[config.mk]
export PLATFORM = sky130hd
export DESIGN_NAME = maze_player_ctrl
export DESIGN_NICKNAME = d
export VERILOG_FILES = /design/src/rtl/maze_pkg.sv /design/src/rtl/btn_debounce.sv /design/src/rtl/maze_player_ctrl.sv
export SDC_FILE = /design/constraint.sdc
export NUM_CORES = 1
export LEC_CHECK = 0
export ABC_AREA = 1
export CAP_MARGIN = 20
export CORE_UTILIZATION = 50
export DETAILED_ROUTE_END_ITERATION = 6
export PLACE_DENSITY = 0.84
export RECOVER_POWER = 50
export SYNTH_ARGS = -nofsm -noshare
export SYNTH_HDL_FRONTEND = slang
export SYNTH_HIERARCHICAL = 1
export SYNTH_SLANG_ARGS = --single-unit
export TNS_END_PERCENT = 50
[constraint.sdc]
create_clock -name vga_clk -period 13.4 [get_ports vga_clk]
set_clock_uncertainty 0.2 [all_clocks]
set_input_delay 2.68 -clock vga_clk [delete_from_list [all_inputs] [get_ports vga_clk]]
set_output_delay 2.68 -clock vga_clk [all_outputs]
set_load 0.02 [all_outputs]
[src/rtl/maze_pkg.sv]
// Shared definitions for the maze game-control slice: game states, map
// geometry and the block-index helper used for move legality.
package maze_pkg;

    typedef enum logic [1:0] {
        ST_WELCOME = 2'd0,
        ST_MAP     = 2'd1,
        ST_WIN     = 2'd2
    } game_state_e;

    localparam int MAX_NUM  = 19;
    localparam int MAP_BITS = 361;
    localparam int START_X  = 1;
    localparam int START_Y  = 1;

    // Row-major block index; 9 bits covers the largest 19x19 map.
    function automatic logic [8:0] blockIndex(input logic [4:0] x,
                                              input logic [4:0] y,
                                              input logic [4:0] num);
        logic [8:0] xw;
        logic [8:0] yw;
        logic [8:0] nw;
        xw = {4'b0, x};
        yw = {4'b0, y};
        nw = {4'b0, num};
        return yw * nw + xw;
    endfunction

endpackage

[src/rtl/btn_debounce.sv]
// One button path: 2-flop synchronizer, stable-count debouncer and a
// rising-edge detector producing a single-cycle press pulse.
module btn_debounce #(
    parameter int unsigned DEBOUNCE_CYCLES = 500000,
    parameter int unsigned CNT_W           = 20
) (
    input  logic clk_i,
    input  logic rst_i,
    input  logic btn_i,
    output logic pulse_o
);

    logic             sync1Q;
    logic             sync2Q;
    logic [CNT_W-1:0] cntQ;
    logic [CNT_W-1:0] cntD;
    logic             levelQ;
    logic             levelD;
    logic             prevQ;
    logic [1:0]       validQ;
    logic             armedQ;
    logic             armedD;

    // The counter only runs while the synchronized level disagrees with the
    // accepted one, so any bounce back restarts the qualification window.
    always_comb begin
        cntD   = cntQ;
        levelD = levelQ;
        if (sync2Q == levelQ) begin
            cntD = '0;
        end else if (cntQ == CNT_W'(DEBOUNCE_CYCLES - 1)) begin
            levelD = sync2Q;
            cntD   = '0;
        end else begin
            cntD = cntQ + 1'b1;
        end
        armedD = armedQ | (validQ[1] & ~sync2Q);
    end

    always_ff @(posedge clk_i) begin
        if (rst_i) begin
            sync1Q <= 1'b0;
            sync2Q <= 1'b0;
            cntQ   <= '0;
            levelQ <= 1'b0;
            prevQ  <= 1'b0;
            validQ <= 2'b00;
            armedQ <= 1'b0;
        end else begin
            sync1Q <= btn_i;
            sync2Q <= sync1Q;
            cntQ   <= cntD;
            levelQ <= levelD;
            prevQ  <= levelQ;
            validQ <= {validQ[0], 1'b1};
            armedQ <= armedD;
        end
    end

    // A button held through reset stays disarmed until a real release is seen.
    assign pulse_o = levelQ & ~prevQ & armedQ;

endmodule

[src/rtl/maze_player_ctrl.sv]
// Game-control stage ahead of the maze renderer: debounced buttons, the
// welcome/play/win FSM and the one-block-per-press move legality check.
module maze_player_ctrl
    import maze_pkg::*;
#(
    parameter int unsigned DEBOUNCE_CYCLES = 500000,
    parameter int unsigned CNT_W           = 20
) (
    input  logic                vga_clk,
    input  logic                rst_sys,
    input  logic                btn_up,
    input  logic                btn_down,
    input  logic                btn_left,
    input  logic                btn_right,
    input  logic                btn_start,
    input  logic [4:0]          num,
    input  logic [MAP_BITS-1:0] map,
    output logic [1:0]          state,
    output logic [4:0]          x_index,
    output logic [4:0]          y_index,
    output logic [15:0]         step_count,
    output logic                move_pulse
);

    logic [4:0]  btnRaw;
    logic [4:0]  btnPulse;
    logic        upP;
    logic        downP;
    logic        leftP;
    logic        rightP;
    logic        startP;

    game_state_e stateQ;
    logic [4:0]  xQ;
    logic [4:0]  yQ;
    logic [15:0] stepsQ;
    logic        moveQ;

    logic [4:0]  tgtX;
    logic [4:0]  tgtY;
    logic [8:0]  tgtIdx;
    logic        dirValid;
    logic        inBounds;
    logic        moveOk;
    logic        atGoal;
    logic [5:0]  numW;

    assign btnRaw = {btn_start, btn_right, btn_left, btn_down, btn_up};

    for (genvar i = 0; i < 5; i++) begin : g_btn
        btn_debounce #(
            .DEBOUNCE_CYCLES(DEBOUNCE_CYCLES),
            .CNT_W          (CNT_W)
        ) u_btn (
            .clk_i  (vga_clk),
            .rst_i  (rst_sys),
            .btn_i  (btnRaw[i]),
            .pulse_o(btnPulse[i])
        );
    end

    assign upP    = btnPulse[0];
    assign downP  = btnPulse[1];
    assign leftP  = btnPulse[2];
    assign rightP = btnPulse[3];
    assign startP = btnPulse[4];

    // Bounds are tested before any increment/decrement so the target never wraps.
    always_comb begin
        tgtX     = xQ;
        tgtY     = yQ;
        dirValid = 1'b0;
        inBounds = 1'b0;
        numW     = {1'b0, num};
        if (upP) begin
            dirValid = 1'b1;
            inBounds = (yQ != 5'd0);
            if (inBounds) tgtY = yQ - 5'd1;
        end else if (downP) begin
            dirValid = 1'b1;
            inBounds = (({1'b0, yQ} + 6'd1) < numW);
            if (inBounds) tgtY = yQ + 5'd1;
        end else if (leftP) begin
            dirValid = 1'b1;
            inBounds = (xQ != 5'd0);
            if (inBounds) tgtX = xQ - 5'd1;
        end else if (rightP) begin
            dirValid = 1'b1;
            inBounds = (({1'b0, xQ} + 6'd1) < numW);
            if (inBounds) tgtX = xQ + 5'd1;
        end
        tgtIdx = blockIndex(tgtX, tgtY, num);
        moveOk = dirValid && inBounds && (numW <= 6'(MAX_NUM))
                 && (tgtIdx <= 9'(MAP_BITS - 1)) && map[tgtIdx];
        atGoal = (xQ == (num - 5'd2)) && (yQ == (num - 5'd2));
    end

    // Start outranks everything, including a win detected in the same cycle.
    always_ff @(posedge vga_clk) begin
        if (rst_sys) begin
            stateQ <= ST_WELCOME;
            xQ     <= 5'(START_X);
            yQ     <= 5'(START_Y);
            stepsQ <= 16'd0;
            moveQ  <= 1'b0;
        end else begin
            moveQ <= 1'b0;
            case (stateQ)
                ST_WELCOME: begin
                    if (startP) begin
                        stateQ <= ST_MAP;
                        xQ     <= 5'(START_X);
                        yQ     <= 5'(START_Y);
                        stepsQ <= 16'd0;
                    end
                end
                ST_MAP: begin
                    if (startP) begin
                        xQ     <= 5'(START_X);
                        yQ     <= 5'(START_Y);
                        stepsQ <= 16'd0;
                    end else if (atGoal) begin
                        stateQ <= ST_WIN;
                    end else if (moveOk) begin
                        xQ     <= tgtX;
                        yQ     <= tgtY;
                        stepsQ <= (stepsQ == 16'hFFFF) ? stepsQ : stepsQ + 16'd1;
                        moveQ  <= 1'b1;
                    end
                end
                ST_WIN: begin
                    if (startP) stateQ <= ST_WELCOME;
                end
                default: stateQ <= ST_WELCOME;
            endcase
        end
    end

    assign state      = stateQ;
    assign x_index    = xQ;
    assign y_index    = yQ;
    assign step_count = stepsQ;
    assign move_pulse = moveQ;

endmodule
==> metrics.txt, run 1 <==
status complete, but fails checks; failing checks max-capacitance violations, max-slew violations; most used cell, CP inv_1; first-pass GRT wire length approximately 76000 microns; max incr delay on CP roughly 1.3 ns; Max Slew Vio Count 45; vias in the first global route about 15000; die height 169 microns; wire length per cell between 15 and 20 microns; post-place instance area around 18000 sq um; area delta synth->final 32.8%; Critical Path RT 13.50 ns; startpoint types input pin; # IOs between 400 and 500; DRC 0; row count 60; DIE AREA 28500 sq um; XOR/XNOR Fraction of Synth Area around 3.7%; Critical Path AT 10.52 ns; GP Congestion slightly below 1; RSZ-0062 raised after global routing false; Worst setup EP type flop; Sink Count about 160; layout cells sized above 1 ~7.4%; Worst-Margin Slew approximately 2.2 ns; Initial Util about half; R2R Path End y_index[1]; Worst R2R Path Depth 34; Synth Area in Adders 5.38%; Synth Net Count 2713; WL final 49100 microns; GRT Residual Overflow 0; Final Hold Vio Count 0; first drt pass iteration count 7; drt via density around 5.4; IO buf count between 400 and 500; Power Density between 70 and 80 nW/um^2; CTS root buf clkbuf_16; Max Cap Viol 1; Clock Tree Buf Depth 2; Vias 16200; DIE WIDTH ~170 microns; met3 wire length 3340 microns; post-route cell area about 18000 sq um; final-report setup violation count 0; Synth Area per Inst 6.08 sq um; Initial DRC Count between 1000 and 1500; worst-path fanout max 30; H-Tree Depth 4; Lkg Pwr roughly 0.0073 uW; Tcrit/Tclk final 77.7%; nets around 3000; post-CTS setup buffer count 0; crit path capture y_index[1]; simple-gate share of the synthesized area 50.5%; TritonCTS Buffers 17; initial antenna violation count 2; Routed Antenna Nets 0; Total Routing Usage GR 33.5%; max_slew headroom -45.1%; flops & latches, synth 164; FF-to-FF setup slack approximately 5.1 ns; Worst-path clk slew roughly 0.070 ns; mux cell area share after synthesis 0%; Multi-input gate area 9120 sq um; Worst R2R Start x_index[0]; YS warnings 6; synth unique cells 48; clk_lat worst skew between 0.4 and 0.5 ns; Post-Synthesis Cells between 2000 and 2500; hpwl dp about 38000 microns; Fin Setup TNS 0 ns; pin count of the biggest net entering global routing 96; most common cell after layout, fill and taps aside nand2_1; WS Path Type input pin to flop; Met1 Wirelength around 20000 microns; Post-CTS Resized 0; most frequent cells in the layout nand2_1 (740), clkdlybuf4s50_1 (400), nand3_1 (364); CP max-delay cell fa_1; Register Area about 3300 sq um; DR top layer met4; worst vdd ir ~77 uV; Core Region ~27000 sq um; met2 WL post-DR 23700 microns; CP Launch Point num[1]; # hold bufs at CTS 0; largest family of logic cells by synthesized area simple AND/OR/NAND/NOR gates; Max Freq 96.0 MHz; min-delay worst type flop to flop; clock period minus worst slack around 10 ns; sequential share of the synthesized area 23.6%; Synth Area in Compound Gates slightly above 6%; Mapped Area 13900 sq um; fillers 2348; CTS tree yes
==> worst max-delay path, delay by kind of cell <==
family,cells,cell delay (ns)
buffers and inverters,8,1.60
adder cells (fa/ha/maj),5,2.97
AO/OA/AOI/OAI,8,1.24
AND/OR/NAND/NOR,13,2.00
==> state kept, by name, indices dropped and copies added (netlist names) <==
register	flops
g_btn.u_btn/cntQ	100
state	2
x_index	5
g_btn.u_btn/sync2Q	5
g_btn.u_btn/validQ	10
g_btn.u_btn/levelQ	5
g_btn.u_btn/prevQ	5
g_btn.u_btn/sync1Q	5
y_index	5
step_count	16
g_btn.u_btn/armedQ	5
move_pulse	1
==> area by class of cell <==
cell class | count | share of cell area, %
clock buffer | 18 | 2.32
multi-input combinational | 1801 | 49.4
timing repair buffer | 413 | 22.3
tap | 372 | 2.52
inverter | 233 | 4.75
clock inverter | 14 | 0.868
sequential | 164 | 17.8
antenna | 2 | 0.0271
==> power by group <==
group | internal [uW] | switching (uW)
Combinational | 154 | 165
Sequential | 492 | 1.50
Clock | 266 | 224
==> synth_stat cells (all sizes together) <==
cell type	n	area [sq um]
a21oi	79	437
fa	13	260
clkbuf	18	67.6
clkinv	2	7.51
nor2	289	1370
nor4	8	50.1
nand2	763	2960
o2111ai	2	17.5
buf	72	528
a2bb2oi	1	8.76
nor3b	1	7.51
nor3	37	185
or2	13	81.3
dfxtp	164	3280
nand3	382	2050
o21ai	39	195
o221ai	2	17.5
o211ai	4	30.0
o21bai	7	52.6
inv	231	870
ha	39	488
a41oi	1	16.3
o311ai	1	8.76
xnor2	15	131
nand4	41	263
a31oi	10	62.6
a22oi	1	7.51
xor2	44	385
nand3b	7	52.6
and3	1	6.26
o31ai	1	7.51
==> logic make-up after synthesis <==
| group | count (synthesis) |
|---|---|
| fa+ha+maj | 52 |
| simple gates | 1542 |
| xor+xnor | 59 |
| flops | 164 |
| buf+inv | 323 |
| compound gates | 148 |
==> routing by layer <==
layer  track usage [%]  vias to the layer above
met3              6.48                      133
met5                 0                        -
met2              58.3                      630
li1                  -                     8029
met4              16.0                        0
met1              39.4                     7415
==> metrics by stage <==
| step | total power (uW) | utilization, % | cells | worst slack [ns] | hold WS (ns) |
|---|---|---|---|---|---|
| 2_1_floorplan | 655 | - | 2288 | 5.42 | 0.188 |
| 3_3_place_gp | 818 | 66.0 | 2981 | 3.00 | 0.190 |
| 3_5_place_dp | 822 | 66.0 | 2981 | 2.70 | 0.196 |
| 4_1_cts | 1310 | 68.2 | 3013 | 3.11 | 0.206 |
| 5_1_grt | 1360 | 68.1 | 3017 | 2.41 | 0.224 |
| 6_report | 1300 | 68.1 | 3017 | 2.98 | 0.205 |
==> worst min-delay path by stage <==
stage | cells past startpoint | start | endpoint | slack (ns)
CTS | 2 | g_btn[0].u_btn/sync1Q | g_btn[0].u_btn/sync2Q | 0.21
detailed placement | 2 | g_btn[2].u_btn/sync1Q | g_btn[2].u_btn/sync2Q | 0.20
finish | 2 | g_btn[0].u_btn/sync1Q | g_btn[0].u_btn/sync2Q | 0.20
global route | 2 | g_btn[3].u_btn/validQ[0] | g_btn[3].u_btn/validQ[1] | 0.22
global placement | 2 | g_btn[2].u_btn/sync1Q | g_btn[2].u_btn/sync2Q | 0.19
floorplan | 2 | g_btn[0].u_btn/sync1Q | g_btn[0].u_btn/sync2Q | 0.19
(Power assumes the default switching activity.)
==> run 2, diff against run 1 <==
--- a/config.mk
+++ b/config.mk
@@ -7,9 +7,9 @@
 export LEC_CHECK = 0
 export ABC_AREA = 1
 export CAP_MARGIN = 20
-export CORE_UTILIZATION = 50
+export CORE_UTILIZATION = 45
 export DETAILED_ROUTE_END_ITERATION = 6
-export PLACE_DENSITY = 0.84
+export PLACE_DENSITY = 0.79
 export RECOVER_POWER = 50
 export SYNTH_ARGS = -nofsm -noshare
 export SYNTH_HDL_FRONTEND = slang
==> constraint.sdc (replaced) <==
create_clock -name vga_clk -period 8.9 [get_ports vga_clk]
set_clock_uncertainty 0.2 [all_clocks]
set_input_delay 1.78 -clock vga_clk [delete_from_list [all_inputs] [get_ports vga_clk]]
set_output_delay 1.78 -clock vga_clk [all_outputs]
set_load 0.02 [all_outputs]
==> metrics.txt, run 2 (same netlist as run 1, synthesis figures left out) <==
status completed (was complete, but fails checks); Lkg Pwr 0.00742 uW (was 0.00733 uW); initial antenna violation count 4 (was 2); wire length per cell 16.5 microns (was 16.3 microns); GRT Residual Overflow 0 (unchanged); Worst-Margin Slew 1.07 ns (was 2.18 ns); DIE WIDTH 178 microns (was 169 microns); Routed Antenna Nets 0 (unchanged); TritonCTS Buffers 17 (unchanged); Critical Path RT 9.06 ns (was 13.50 ns); Worst R2R Start y_index[1] (was x_index[0]); max incr delay on CP 0.64 ns (was 1.28 ns); Biggest register g_btn.u_btn/cntQ (unchanged); Power Density 107 nW/um^2 (was 70.5 nW/um^2); most common cell after layout, fill and taps aside nand2_1 (unchanged); nets 3067 (was 3055); Final Hold Vio Count 0 (unchanged); GP Congestion 0.926 (was 0.984); worst-path fanout max 27 (was 30); Clock Tree Buf Depth 2 (unchanged); # IOs 402 (unchanged); FF-to-FF setup slack 1.72 ns (was 5.06 ns); startpoint types input pin (unchanged); fillers 2844 (was 2348); RSZ-0062 raised after global routing false (unchanged); WL final 50500 microns (was 49100 microns); IO buf count 401 (unchanged); first drt pass iteration count 5 (was 7); WS Path Type input pin to flop (unchanged); Vias 16000 (was 16200); drt via density 5.24 (was 5.37); max reg flops 100 (unchanged); post-CTS setup buffer count 0 (unchanged); Max Slew Vio Count 0 (was 45); Total Routing Usage GR 30.8% (was 33.5%); die height 178 microns (was 169 microns); hold depth 2 (unchanged); Initial Util 46.3% (was 51.3%); Tcrit/Tclk final between 90 and 100%; Hold Path Sink g_btn[1].u_btn/sync2Q (was g_btn[0].u_btn/sync2Q); R2R Path End x_index[4] (was y_index[1]); Core Region 30000 sq um (was 27100 sq um); layout cells sized above 1 7.76% (was 7.38%); final non-filler cell total 3049 (was 3017); Initial DRC Count 1028 (was 1326); Post-CTS Resized 0 (unchanged); first-pass GRT wire length 76000 microns (was 76200 microns); DIE AREA 31600 sq um (was 28500 sq um); hpwl dp 39400 microns (was 38000 microns); Fin Setup TNS 0 ns (unchanged); Max Cap Viol 0 (was 1); H-Tree Depth 4 (unchanged); worst vdd ir 131 uV (was 76.7 uV); clock period minus worst slack 8.19 ns; Max Freq about 120 MHz; CTS root buf clkbuf_16 (unchanged); Worst R2R Path Depth 38 (was 34); pin count of the biggest net entering global routing 179 (was 96); final-report setup violation count 0 (unchanged); Worst-path clk slew 0.06 ns (was 0.07 ns); placed instance count 3011 (was 2981); Worst setup EP type flop (unchanged); Sink Count 164 (unchanged); Critical Path AT 8.35 ns (was 10.52 ns); CTS tree yes (unchanged); vias in the first global route 14900 (about the same); fin util 62.1% (was 68.1%); area delta synth->final 34.0% (was 32.8%); DRC 0 (unchanged); most used cell, CP inv_1 (unchanged); # hold bufs at CTS 0 (unchanged); CP max-delay cell fa_1 (unchanged); max_slew headroom 28.4% (was -45.1%); row count 63 (was 60); most frequent cells in the layout nand2_1 (740), clkdlybuf4s50_1 (400), nand3_1 (364) (unchanged); worst hold start g_btn[1].u_btn/sync1Q (was g_btn[0].u_btn/sync1Q); clk_lat worst skew 0.44 ns (about the same); min-delay worst type flop to flop (unchanged)
[run 2: per-layer routing]
layer  track usage [%]  part of all wire [%]
met5                 0                     0
met4              13.1                   3.4
met3              5.55                   7.0
met2              57.2                    51
met1              34.0                    38
[run 2: worst max path at each step]
stage	slack, ns	from	end
6_report	0.71	num[1]	x_index[4]
5_1_grt	0.13	num[2]	x_index[4]
4_1_cts	0.41	num[1]	x_index[4]
3_5_place_dp	-0.007	num[1]	y_index[1]
3_3_place_gp	0.26	num[1]	x_index[2]
2_1_floorplan	1.82	num[1]	y_index[1]
[run 2: worst max-delay path, delay by kind of cell]
kind                     cells  cell delay, ns
adder cells (fa/ha/maj)      5            2.27
AO/OA/AOI/OAI                7            1.05
AND/OR/NAND/NOR             15            1.90
buffers and inverters        8            1.33
[run 2: cell type report]
class                      instances  area [sq um]  share of cell area (%)
antenna                            4          10.0                  0.0537
multi-input combinational       1801          9130                    49.0
tap                              390           488                    2.62
timing repair buffer             425          4230                    22.7
clock buffer                      20           437                    2.34
inverter                         233           881                    4.73
sequential                       164          3280                    17.6
clock inverter                    12           178                   0.953
[run 2: stage by stage]
step,hold slack (ns),power [uW],worst slack [ns],instance area [sq um]
after global routing,0.220,2080,0.128,18600
after detailed placement,0.196,1250,-0.00683,18000
after CTS,0.202,2020,0.413,18700
after global placement,0.191,1240,0.263,18000
after floorplan,0.188,987,1.82,13900
final,0.202,2000,0.708,18600
[run 2: power breakdown]
part,switching (uW),internal (uW)
clock network,299,470
logic,247,240
registers,2.29,741
total,548,1450
==> run 3, diff against run 2 <==
--- a/config.mk
+++ b/config.mk
@@ -6,7 +6,6 @@
 export NUM_CORES = 1
 export LEC_CHECK = 0
 export ABC_AREA = 1
-export CAP_MARGIN = 20
 export CORE_UTILIZATION = 45
 export DETAILED_ROUTE_END_ITERATION = 6
 export PLACE_DENSITY = 0.79
==> metrics.txt, run 3 (same netlist as run 1, synthesis figures left out) <==
fillers 2848 (was 2844); Critical Path AT 8.39 ns (was 8.35 ns); Core Region 30000 sq um (unchanged); Vias 16100 (was 16000); most used cell, CP inv_1 (unchanged); most common cell after layout, fill and taps aside nand2_1 (unchanged); TritonCTS Buffers 17 (unchanged); Biggest register g_btn.u_btn/cntQ (unchanged); Final Hold Vio Count 0 (unchanged); die height 178 microns (unchanged); layout cells sized above 1 7.69% (was 7.76%); Max Cap Viol 0 (unchanged); first-pass GRT wire length 76000 microns (unchanged); # hold bufs at CTS 0 (unchanged); Total Routing Usage GR 30.8% (unchanged); max reg flops 100 (unchanged); Worst setup EP type flop (unchanged); combinational fraction of design power 24.3% (about the same); Critical Path RT 9.06 ns (about the same); final non-filler cell total 3047 (was 3049); Reg power frac 37.1% (was 37.2%); vias in the first global route 14900 (unchanged); WL final 50500 microns (about the same); DIE WIDTH 178 microns (unchanged); area delta synth->final 33.8% (was 34.0%); GRT Residual Overflow 0 (unchanged); worst vdd ir 131 uV (about the same); clk_lat worst skew 0.44 ns (about the same); Initial DRC Count 1090 (was 1028); DRC 0 (unchanged); fin util 62.0% (was 62.1%); row count 63 (unchanged); max incr delay on CP 0.64 ns (about the same); startpoint types input pin (unchanged); hpwl dp 39400 microns (unchanged); clock share of power 38.5% (about the same); status completed (unchanged); Register Area 3280 sq um (unchanged); placed instance count 3011 (unchanged); Clock Tree Buf Depth 2 (unchanged); Pint 1450 uW (about the same); WS Path Type input pin to flop (unchanged); max_slew headroom 15.4% (was 28.4%); pin count of the biggest net entering global routing 179 (unchanged); Tcrit/Tclk final 92.4% (was 92.0%); Worst-Margin Slew 1.26 ns (was 1.07 ns); worst-path fanout max 27 (unchanged); Power Density 107 nW/um^2 (about the same); CP max-delay cell fa_1 (unchanged); min-delay worst type flop to flop (unchanged); IO buf count 401 (unchanged); nets 3065 (was 3067); drt via density 5.28 (was 5.24); final-report setup violation count 0 (unchanged); Worst-path clk slew 0.06 ns (about the same); Initial Util 46.3% (unchanged); clock period minus worst slack 8.22 ns (was 8.19 ns); # IOs 402 (unchanged); Max Freq 122 MHz (about the same); Switch Pwr 550 uW (was 548 uW); wire length per cell 16.6 microns (was 16.5 microns); DIE AREA 31600 sq um (unchanged); Routed Antenna Nets 0 (unchanged); Sink Count 164 (unchanged); RSZ-0062 raised after global routing false (unchanged); CTS tree yes (unchanged); FF-to-FF setup slack 1.71 ns (was 1.72 ns); Max Slew Vio Count 0 (unchanged); Multi-input gate area 9130 sq um (unchanged); most frequent cells in the layout nand2_1 (740), clkdlybuf4s50_1 (400), nand3_1 (364) (unchanged); Lkg Pwr 0.00741 uW (was 0.00742 uW); switching power share of the total 27.5% (was 27.4%); H-Tree Depth 4 (unchanged); CTS root buf clkbuf_16 (unchanged); first drt pass iteration count 6 (was 5); GP Congestion 0.926 (unchanged); initial antenna violation count 4 (unchanged)
## run 3: changes by cell type in the layout (fill, tap and decap cells not counted)
cell,delta
buf_8,-2
## run 3: metal layers
layer | vias up | global-route usage [%] | wire length (microns)
met5 | - | 0 | 0
met4 | 0 | 13.1 | 1620
met3 | 91 | 5.55 | 3510
met2 | 563 | 57.2 | 25900
met1 | 7378 | 34.0 | 19400
li1 | 8041 | - | -
## run 3: final timing paths
kind | startpoint | to | cells after the start
max | num[1] | x_index[4] | 35
min | g_btn[1].u_btn/sync1Q | g_btn[1].u_btn/sync2Q | 2
max reg2reg | y_index[1] | x_index[4] | 38
min reg2reg | g_btn[1].u_btn/sync1Q | g_btn[1].u_btn/sync2Q | 2
## run 3: cell type report
cell class	instances	share of cell area, %
antenna	4	0.0538
clock buffer	20	2.35
clock inverter	12	0.955
inverter	233	4.73
multi-input combinational	1801	49.0
sequential	164	17.6
tap	390	2.62
timing repair buffer	423	22.6
## run 3: worst max-delay path, delay by kind of cell
kind	cells	cell delay [ns]
fa+ha+maj	5	2.27
simple gates	15	1.93
buf+inv	8	1.35
compound gates	7	1.04
## run 3: through the flow
step,worst slack [ns],total power (uW),area [sq um],TNS [ns],hold slack [ns]
floorplan,1.82,987,13900,0,0.188
global placement,0.263,1240,18000,0,0.191
detailed placement,-0.00683,1250,18000,-0.00979,0.196
CTS,0.413,2020,18700,0,0.202
global route,0.0955,2080,18600,0,0.220
finish,0.675,2000,18600,0,0.202
## run 3: power groups by stage
stage          Sequential, uW  Combinational [uW]  Clock, uW
2_1_floorplan             759                 228          0
3_3_place_gp              759                 482          0
3_5_place_dp              759                 486          0
4_1_cts                   743                 488        784
5_1_grt                   743                 527        813
6_report                  743                 487        770
## run 3: repair_timing
item                       in CTS  in global routing
setup buffers                   0                  0
gates resized for setup         0                  2
setup endpoints to repair       0                 14
